--- src/rtl/arena_map_if.sv ---
// Renderer read port and game-logic update port of the arena tile map.
// master = renderer/game logic side, slave = arena_map.
interface arena_map_if;
   logic       i_wr_valid;
   logic       o_wr_ready;
   logic [7:0] i_wr_addr;
   logic [2:0] i_wr_data;
   logic [7:0] i_rd_addr;
   logic [2:0] o_rd_data;

   modport master (
      output i_wr_valid, i_wr_addr, i_wr_data, i_rd_addr,
      input  o_wr_ready, o_rd_data
   );

   modport slave (
      input  i_wr_valid, i_wr_addr, i_wr_data, i_rd_addr,
      output o_wr_ready, o_rd_data
   );
endinterface

--- src/rtl/arena_map.sv ---
// 16x16 arena tile map: 1-cycle registered read, updates queued and committed in vblank.
// Update port back-pressures when the queue is full or while the default layout is being rebuilt.
module arena_map #(
   parameter int         FIFO_DEPTH = 4,
   parameter logic [2:0] WALL_CODE  = 3'd1,
   parameter logic [2:0] EMPTY_CODE = 3'd0
) (
   input  logic        i_pclk,
   input  logic        i_rst,
   input  logic        i_vblnk,
   input  logic        i_clear,
   output logic        o_init_done,
   arena_map_if.slave  bus
);
   localparam int            PW       = $clog2(FIFO_DEPTH);
   localparam logic [PW:0]   FULL_CNT = (PW+1)'(FIFO_DEPTH);

   typedef enum logic {INIT, RUN} state_t;

   state_t          state_q, state_d;
   logic [7:0]      sweep_q, sweep_d;
   logic [PW-1:0]   wr_ptr_q, wr_ptr_d;
   logic [PW-1:0]   rd_ptr_q, rd_ptr_d;
   logic [PW:0]     count_q, count_d;
   logic [2:0]      rd_data_q, rd_data_d;

   logic [2:0]      mem_q       [256];
   logic [7:0]      fifo_addr_q [FIFO_DEPTH];
   logic [2:0]      fifo_data_q [FIFO_DEPTH];

   logic            full, wr_ready, push, pop;
   logic            mem_we;
   logic [7:0]      mem_waddr;
   logic [2:0]      mem_wdata;
   logic [3:0]      sw_row, sw_col;
   logic            is_wall;

   assign sw_row  = sweep_q[7:4];
   assign sw_col  = sweep_q[3:0];
   // Border ring plus a pillar on every even row/even column crossing.
   assign is_wall = (sw_row == 4'd0) || (sw_row == 4'd15) ||
                    (sw_col == 4'd0) || (sw_col == 4'd15) ||
                    (!sw_row[0] && !sw_col[0]);

   assign full           = (count_q == FULL_CNT);
   assign wr_ready       = (state_q == RUN) && !full;
   assign bus.o_wr_ready = wr_ready;
   assign bus.o_rd_data  = rd_data_q;
   assign o_init_done    = (state_q == RUN);

   always_comb begin
      state_d   = state_q;
      sweep_d   = sweep_q;
      wr_ptr_d  = wr_ptr_q;
      rd_ptr_d  = rd_ptr_q;
      count_d   = count_q;
      push      = 1'b0;
      pop       = 1'b0;
      mem_we    = 1'b0;
      mem_waddr = sweep_q;
      mem_wdata = EMPTY_CODE;
      rd_data_d = mem_q[bus.i_rd_addr];

      case (state_q)
         INIT: begin
            rd_data_d = 3'd0;
            mem_we    = 1'b1;
            mem_waddr = sweep_q;
            mem_wdata = is_wall ? WALL_CODE : EMPTY_CODE;
            sweep_d   = sweep_q + 8'd1;
            if (sweep_q == 8'hFF) begin
               state_d = RUN;
            end
         end
         RUN: begin
            if (i_clear) begin
               // Pending updates belong to the old game and are dropped.
               state_d  = INIT;
               sweep_d  = 8'd0;
               wr_ptr_d = '0;
               rd_ptr_d = '0;
               count_d  = '0;
            end else begin
               push = bus.i_wr_valid && wr_ready;
               pop  = i_vblnk && (count_q != '0);
               if (pop) begin
                  mem_we    = 1'b1;
                  mem_waddr = fifo_addr_q[rd_ptr_q];
                  mem_wdata = fifo_data_q[rd_ptr_q];
                  rd_ptr_d  = rd_ptr_q + PW'(1);
               end
               if (push) begin
                  wr_ptr_d = wr_ptr_q + PW'(1);
               end
               case ({push, pop})
                  2'b10:   count_d = count_q + (PW+1)'(1);
                  2'b01:   count_d = count_q - (PW+1)'(1);
                  default: count_d = count_q;
               endcase
            end
         end
         default: state_d = INIT;
      endcase
   end

   always_ff @(posedge i_pclk) begin
      if (!i_rst) begin
         state_q   <= INIT;
         sweep_q   <= 8'd0;
         wr_ptr_q  <= '0;
         rd_ptr_q  <= '0;
         count_q   <= '0;
         rd_data_q <= 3'd0;
      end else begin
         state_q   <= state_d;
         sweep_q   <= sweep_d;
         wr_ptr_q  <= wr_ptr_d;
         rd_ptr_q  <= rd_ptr_d;
         count_q   <= count_d;
         rd_data_q <= rd_data_d;
      end
   end

   // Read-first: rd_data_d samples mem_q before this edge's write lands.
   always_ff @(posedge i_pclk) begin
      if (mem_we) begin
         mem_q[mem_waddr] <= mem_wdata;
      end
   end

   always_ff @(posedge i_pclk) begin
      if (push) begin
         fifo_addr_q[wr_ptr_q] <= bus.i_wr_addr;
         fifo_data_q[wr_ptr_q] <= bus.i_wr_data;
      end
   end
endmodule

--- src/flat_wrapper.sv ---
// flat-port wrapper written by rule: the top's interface ports become plain ports
module arena_map_flat 
#(
   parameter int         FIFO_DEPTH = 4,
   parameter logic [2:0] WALL_CODE  = 3'd1,
   parameter logic [2:0] EMPTY_CODE = 3'd0
)
  (i_pclk, i_rst, i_vblnk, i_clear, o_init_done, bus_i_wr_valid, bus_i_wr_addr, bus_i_wr_data, bus_i_rd_addr, bus_o_wr_ready, bus_o_rd_data);
  arena_map_if bus_i ();
  input  logic i_pclk;
  input  logic i_rst;
  input  logic i_vblnk;
  input  logic i_clear;
  output logic o_init_done;
  input wire logic [$bits(bus_i.i_wr_valid)-1:0] bus_i_wr_valid;
  input wire logic [$bits(bus_i.i_wr_addr)-1:0] bus_i_wr_addr;
  input wire logic [$bits(bus_i.i_wr_data)-1:0] bus_i_wr_data;
  input wire logic [$bits(bus_i.i_rd_addr)-1:0] bus_i_rd_addr;
  output wire logic [$bits(bus_i.o_wr_ready)-1:0] bus_o_wr_ready;
  output wire logic [$bits(bus_i.o_rd_data)-1:0] bus_o_rd_data;
  assign bus_i.i_wr_valid = bus_i_wr_valid;
  assign bus_i.i_wr_addr = bus_i_wr_addr;
  assign bus_i.i_wr_data = bus_i_wr_data;
  assign bus_i.i_rd_addr = bus_i_rd_addr;
  assign bus_o_wr_ready = bus_i.o_wr_ready;
  assign bus_o_rd_data = bus_i.o_rd_data;
  arena_map #(.FIFO_DEPTH(FIFO_DEPTH), .WALL_CODE(WALL_CODE), .EMPTY_CODE(EMPTY_CODE)) u_core (.i_pclk(i_pclk), .i_rst(i_rst), .i_vblnk(i_vblnk), .i_clear(i_clear), .o_init_done(o_init_done), .bus(bus_i));
endmodule
--- config.mk ---
export PLATFORM = sky130hd
export DESIGN_NAME = arena_map_flat
export DESIGN_NICKNAME = d
export VERILOG_FILES = /design/src/rtl/arena_map_if.sv /design/src/rtl/arena_map.sv /design/src/flat_wrapper.sv
export SDC_FILE = /design/constraint.sdc
export NUM_CORES = 1
export LEC_CHECK = 0
export ABC_AREA = 1
export BUFFER_PORTS_ARGS = -buffer_cell sky130_fd_sc_hd__buf_2
export CAP_MARGIN = 20
export CORE_MARGIN = 1.5
export CORE_UTILIZATION = 50
export CTS_BUF_LIST = sky130_fd_sc_hd__clkbuf_8 sky130_fd_sc_hd__clkbuf_16
export CTS_CLUSTER_DIAMETER = 40
export DETAILED_ROUTE_END_ITERATION = 8
export PLACE_DENSITY = 0.7
export SLEW_MARGIN = 30
export SYNTH_ARGS = -nofsm -noshare
export SYNTH_HDL_FRONTEND = slang
export SYNTH_SLANG_ARGS = --single-unit
--- constraint.sdc ---
create_clock -name i_pclk -period 35.4 [get_ports i_pclk]
set_clock_uncertainty 0.1 [all_clocks]
set_input_delay 7.08 -clock i_pclk [delete_from_list [all_inputs] [get_ports i_pclk]]
set_output_delay 7.08 -clock i_pclk [all_outputs]
set_load 0.02 [all_outputs]
Yosys cells after proc, flatten, opt, wreduce, memory -nomap -nowiden
Memory sizes are Yosys's and may differ from the RTL's. A register that Yosys moved wholly into a read port is not among the register bits. Index checks and enable logic that the tools add are counted.

$add $sub $neg: 5. Eq/ne operators: 7. Mux-type cells: 31. Bitwise operators: 1. Reduce and logical (&&, ||, !) cells: 22.

Operator list (number): one-hot mux 8 bit (2 select lines) (2); two-way mux 8 bit (3); two-way mux 2 bit (8); one-hot mux 3 bit (2 select lines) (2); two-way mux 1 bit (11); two-way mux 3 bit (3); adder 8 x 1 -> 8 bit, second input constant (1); == test 4 bit, second input constant (2); == test 8 bit, second input constant (1); logical NOT 4 bit (2); AND reduction 2 bit (4); nonzero test 3 bit (2); adder 2 x 1 -> 2 bit, second input constant (2); logical AND 1 bit (4); logical NOT 1 bit (4); logical OR 1 bit (4); one-hot mux 1 bit (2 select lines) (2); nonzero test 2 bit (2); adder 3 x 1 -> 3 bit, second input constant (1); == test 3 bit, second input constant (1); subtractor 3 x 1 -> 3 bit, second input constant (1); == test 2 x 1 -> 1 bit, second input constant (1); == test 2 bit, second input constant (1); != test 2 bit, second input constant (1); NOT 1 bit (1).

Register bits: 16. Bits in writable memories: 812. Bits of input ports: 24. Output and inout port bits: 5. Logic and storage cells: 74. Memories: 3.

Memory list: u_core.mem_q (depth 256, width 3, rd ports 1, clocked after memory_dff 1, write ports 1, RTL line arena_map.sv:27) `logic [2:0] mem_q [256];`; u_core.fifo_addr_q (depth 4, width 8, rd ports 1, clocked after memory_dff 1, write ports 1, RTL line arena_map.sv:28) `logic [7:0] fifo_addr_q [FIFO_DEPTH];`; u_core.fifo_data_q (depth 4, width 3, rd ports 1, clocked after memory_dff 1, write ports 1, RTL line arena_map.sv:29) `logic [2:0] fifo_data_q [FIFO_DEPTH];`.

Logic depth before layout (Yosys ltp)
Depth in word-level cells: 8. Depth in mapped cells: 15. Depth with buffers taken out: 14.

Worst setup path after synthesis
OpenSTA, ideal clock, no wires.

Kind: input port to flip-flop. From: in i_vblnk. To: mem u_core.mem_q[0][1] (data pin). Setup time: 2.314 ns. Data arrival time: 17.898 ns. Data required time: 32.986 ns. Slack: 15.088 ns. Cell stages on the path: 5. Path buffers: 1. Cell sequence: inv_1 > a31oi_4 > nand2_4 > buf_6 > a221oi_1.

Longest elaborated chain between the ends: 4.

RTL lines: start, declared (RTL line flat_wrapper.sv:12) `input logic i_vblnk;`; logical AND 1 bit (RTL line arena_map.sv:85) `pop = i_vblnk && (count_q != '0);`; two-way mux 3 bit (RTL line arena_map.sv:86) `if (pop) begin`; two-way mux 3 bit (RTL line arena_map.sv:76) `if (i_clear) begin`; one-hot mux 3 bit (2 select lines) (RTL line arena_map.sv:64) `case (state_q)`; via u_core.mem_wdata[1] (RTL line arena_map.sv:34) `logic [2:0] mem_wdata;`; end, declared (RTL line arena_map.sv:27).

The timed path passes the listed nets, and every way through them passes these cells.

Worst setup path in the final report
From: in i_vblnk. To: mem u_core.mem_q[31][1] (data pin).

Same word-level chain as after synthesis.

==> results.json <==
{
  "clock-root-buffer": "clkbuf_16",
  "synth_top_area_share_pct": 69.4,
  "dr_total_vias": 23900,
  "io_pins": 29,
  "path_max_fanout": 94,
  "hpwl_um": 46400,
  "io_buffers": 28,
  "core_area_um2": 69100,
  "cp-start-kind": "input pin",
  "drive_gt1_share_pct": 9.85,
  "synth_area_leaders": "edfxtp_1 (69%), nand3_1 (11%), nand2_1 (9.5%)",
  "clk_pin_slew_worst_paths_ns": 0.06,
  "power.leakage_nw": 13.6,
  "syn_area_um2": 35100,
  "required_ns": 35.63,
  "ys_warn_count": 0,
  "final-max-slew-violation-count": 0,
  "wire_per_inst_um": 21.2,
  "yosysSeqAreaShare_pct": 70.6,
  "drtPass1Iterations": 6,
  "rsz0062_at_grt": "no",
  "hold_path_class": "reg2reg",
  "cts_setup_buffers": 0,
  "vdd_drop_max_uv": 39.8,
  "grt-ovfl-total": 0,
  "synth_compound_area_share_pct": 1.41,
  "design_area_um2": 39400,
  "synth-adder-area-share_pct": 0.249,
  "place_area_um2": 35800,
  "syn_to_final_growth_pct": 12.1,
  "worstSetupEndpointType": "flip-flop",
  "clkSinkCount": 833,
  "worst_pin_slew_ns": 1.02,
  "drt_iter0_drc": 2371,
  "relSlewSlack_pct": 31.8,
  "antenna_found_initial": 3,
  "grt_usage_pct": 24.5,
  "syn_inst": 3144,
  "num_rows": 96,
  "place.gp.congestion": 0.809,
  "worst_slack_ns": 25.38,
  "postSynthAreaPerCell_um2": 11.2,
  "die_w_um": 268,
  "grt_pass1_vias": 23800,
  "vias_per_cell": 5.82,
  "cts_buffer_depth": 3,
  "p_per_area_nw_per_um2": 56.2,
  "detail-route-antenna-nets": 0,
  "synth_seq_cells": 833,
  "synth-simple-area-share_pct": 24.4,
  "h-tree-depth": 3,
  "dp_slack_ns": 24.45,
  "fmax_mhz": 99.8,
  "holdBufCountCts": 0,
  "synth-xor-area-share_pct": 0.0499,
  "run_status": "complete, no violations",
  "yosysTopAreaCell": "edfxtp_1",
  "setup-tns-final_ns": 0,
  "grt_pass1_wl_um": 132000,
  "synth_nets": 3175,
  "period_share_pct": 28.3,
  "nets": 3120,
  "cts_inserted_buffers": 103,
  "tritoncts": "done",
  "diodes": 0,
  "cp.arrival_ns": 10.25,
  "die_h_um": 268,
  "start_util_pct": 50.8,
  "finalHoldViolCount": 0,
  "cts_resized": 0,
  "synth_mux_area_share_pct": 0,
  "routed_wl_um": 86900,
  "maxCapViolCount": 0,
  "grt_max_degree": 223,
  "yosys.cell_types.count": 40,
  "dieArea_um2": 71800,
  "setup_viol": 0,
  "clkLatencyLatePin_ns": 0.66,
  "path_class": "in2reg",
  "min_period_ns": 10.02,
  "synth_top_family_by_area": "simple AND/OR/NAND/NOR gates",
  "drc": 0
}
cells in the mapped netlist, drive strengths merged:
| library cell | count |
|---|---|
| a211oi | 3 |
| a21oi | 20 |
| a221oi | 1 |
| a22o | 1 |
| a31oi | 5 |
| buf | 70 |
| clkbuf | 139 |
| clkinv | 2 |
| dfxtp | 21 |
| edfxtp | 812 |
| ha | 7 |
| inv | 57 |
| nand2 | 903 |
| nand3 | 746 |
| nand4 | 2 |
| nor2 | 295 |
| nor3 | 14 |
| nor4 | 2 |
| o211ai | 1 |
| o21a | 1 |
| o21ai | 31 |
| o22ai | 8 |
| o31ai | 1 |
| xor2 | 2 |
per-layer routing:
| metal | track usage, % | vias up | part of all wire, % |
|---|---|---|---|
| li1 | - | 10900 | - |
| met1 | 32.3 | 11600 | 40 |
| met2 | 40.7 | 1201 | 48 |
| met3 | 3.89 | 187 | 9.2 |
| met4 | 10.0 | 4 | 3.4 |
| met5 | 0 | - | 0.023 |
sequential cells by signal (all words and copies together), names as in the netlist, named ones only:
name,flops
u_core.sweep_q,8
u_core.fifo_data_q,12
u_core.rd_ptr_q,2
u_core.mem_q,768
u_core.fifo_addr_q,32
u_core.wr_ptr_q,2
u_core.o_init_done,1
u_core.count_q,3
u_core.bus.o_rd_data,3
layout by cell type (no fill, tap or decap), drive strengths merged:
cell type    n
nand2      903
edfxtp     812
nand3      746
nor2       295
clkbuf     108
inv         88
buf         49
clkinv      38
o21ai       31
dfxtp       21
a21oi       20
nor3        14
clkinvlp     9
bufinv       9
o22ai        8
ha           7
a31oi        5
a211oi       3
nor4         2
nand4        2
xor2         2
a221oi       1
o211ai       1
a22o         1
o21a         1
o31ai        1
logic make-up (layout without fill, tap and decap cells):
family                   Yosys count  count (layout)
flip-flops                       833             833
adder cells (fa/ha/maj)            7               7
XOR/XNOR                           2               2
buffers and inverters            268             301
AO/OA/AOI/OAI                     72              72
AND/OR/NAND/NOR                 1962            1962
final timing paths:
path	from	end	slack, ns	depth (start not counted)
worst max-delay path	i_vblnk	u_core.mem_q[31][1]	25.38	8
worst min-delay path	u_core.rd_ptr_q[1]	flip-flop	0.38	1
worst max register to register	u_core.o_init_done	u_core.mem_q[31][1]	31.23	7
worst min register to register	u_core.rd_ptr_q[1]	flip-flop	0.38	1
through the flow:
stage	total power, mW	instances	util, %	hold slack [ns]
finish	2.21	4108	57.0	0.385
detailed placement	1.19	3914	51.9	0.382
global placement	1.18	3914	51.9	0.359
CTS	2.22	4107	57.0	0.383
global route	2.27	4108	57.0	0.422
floorplan	1.16	3144	-	0.341
cell type report:
type	instances	area (um2)
flip-flops and latches	833	24800
inverters	59	250
clock buffers	108	2700
well taps	931	1160
multi-input cells	2043	9270
fillers	5541	29700
clock inverters	85	800
repair buffers	49	393
worst max-delay path, cell delays in order:
cell and delay (ns):
buf_2 0.08, inv_1 0.06, a31oi_4 0.23, nand2_4 0.27, a221oi_4 0.25, buf_4 0.65
buf_4 0.87, buf_6 0.66
power breakdown:
part / switching, mW / internal [mW] / leakage (nW)
sequential: 0.000520 / 1.07 / 7.05
combinational: 0.0739 / 0.0267 / 4.84
clock: 0.418 / 0.628 / 1.74
Power figures use the tool's default switching activity.
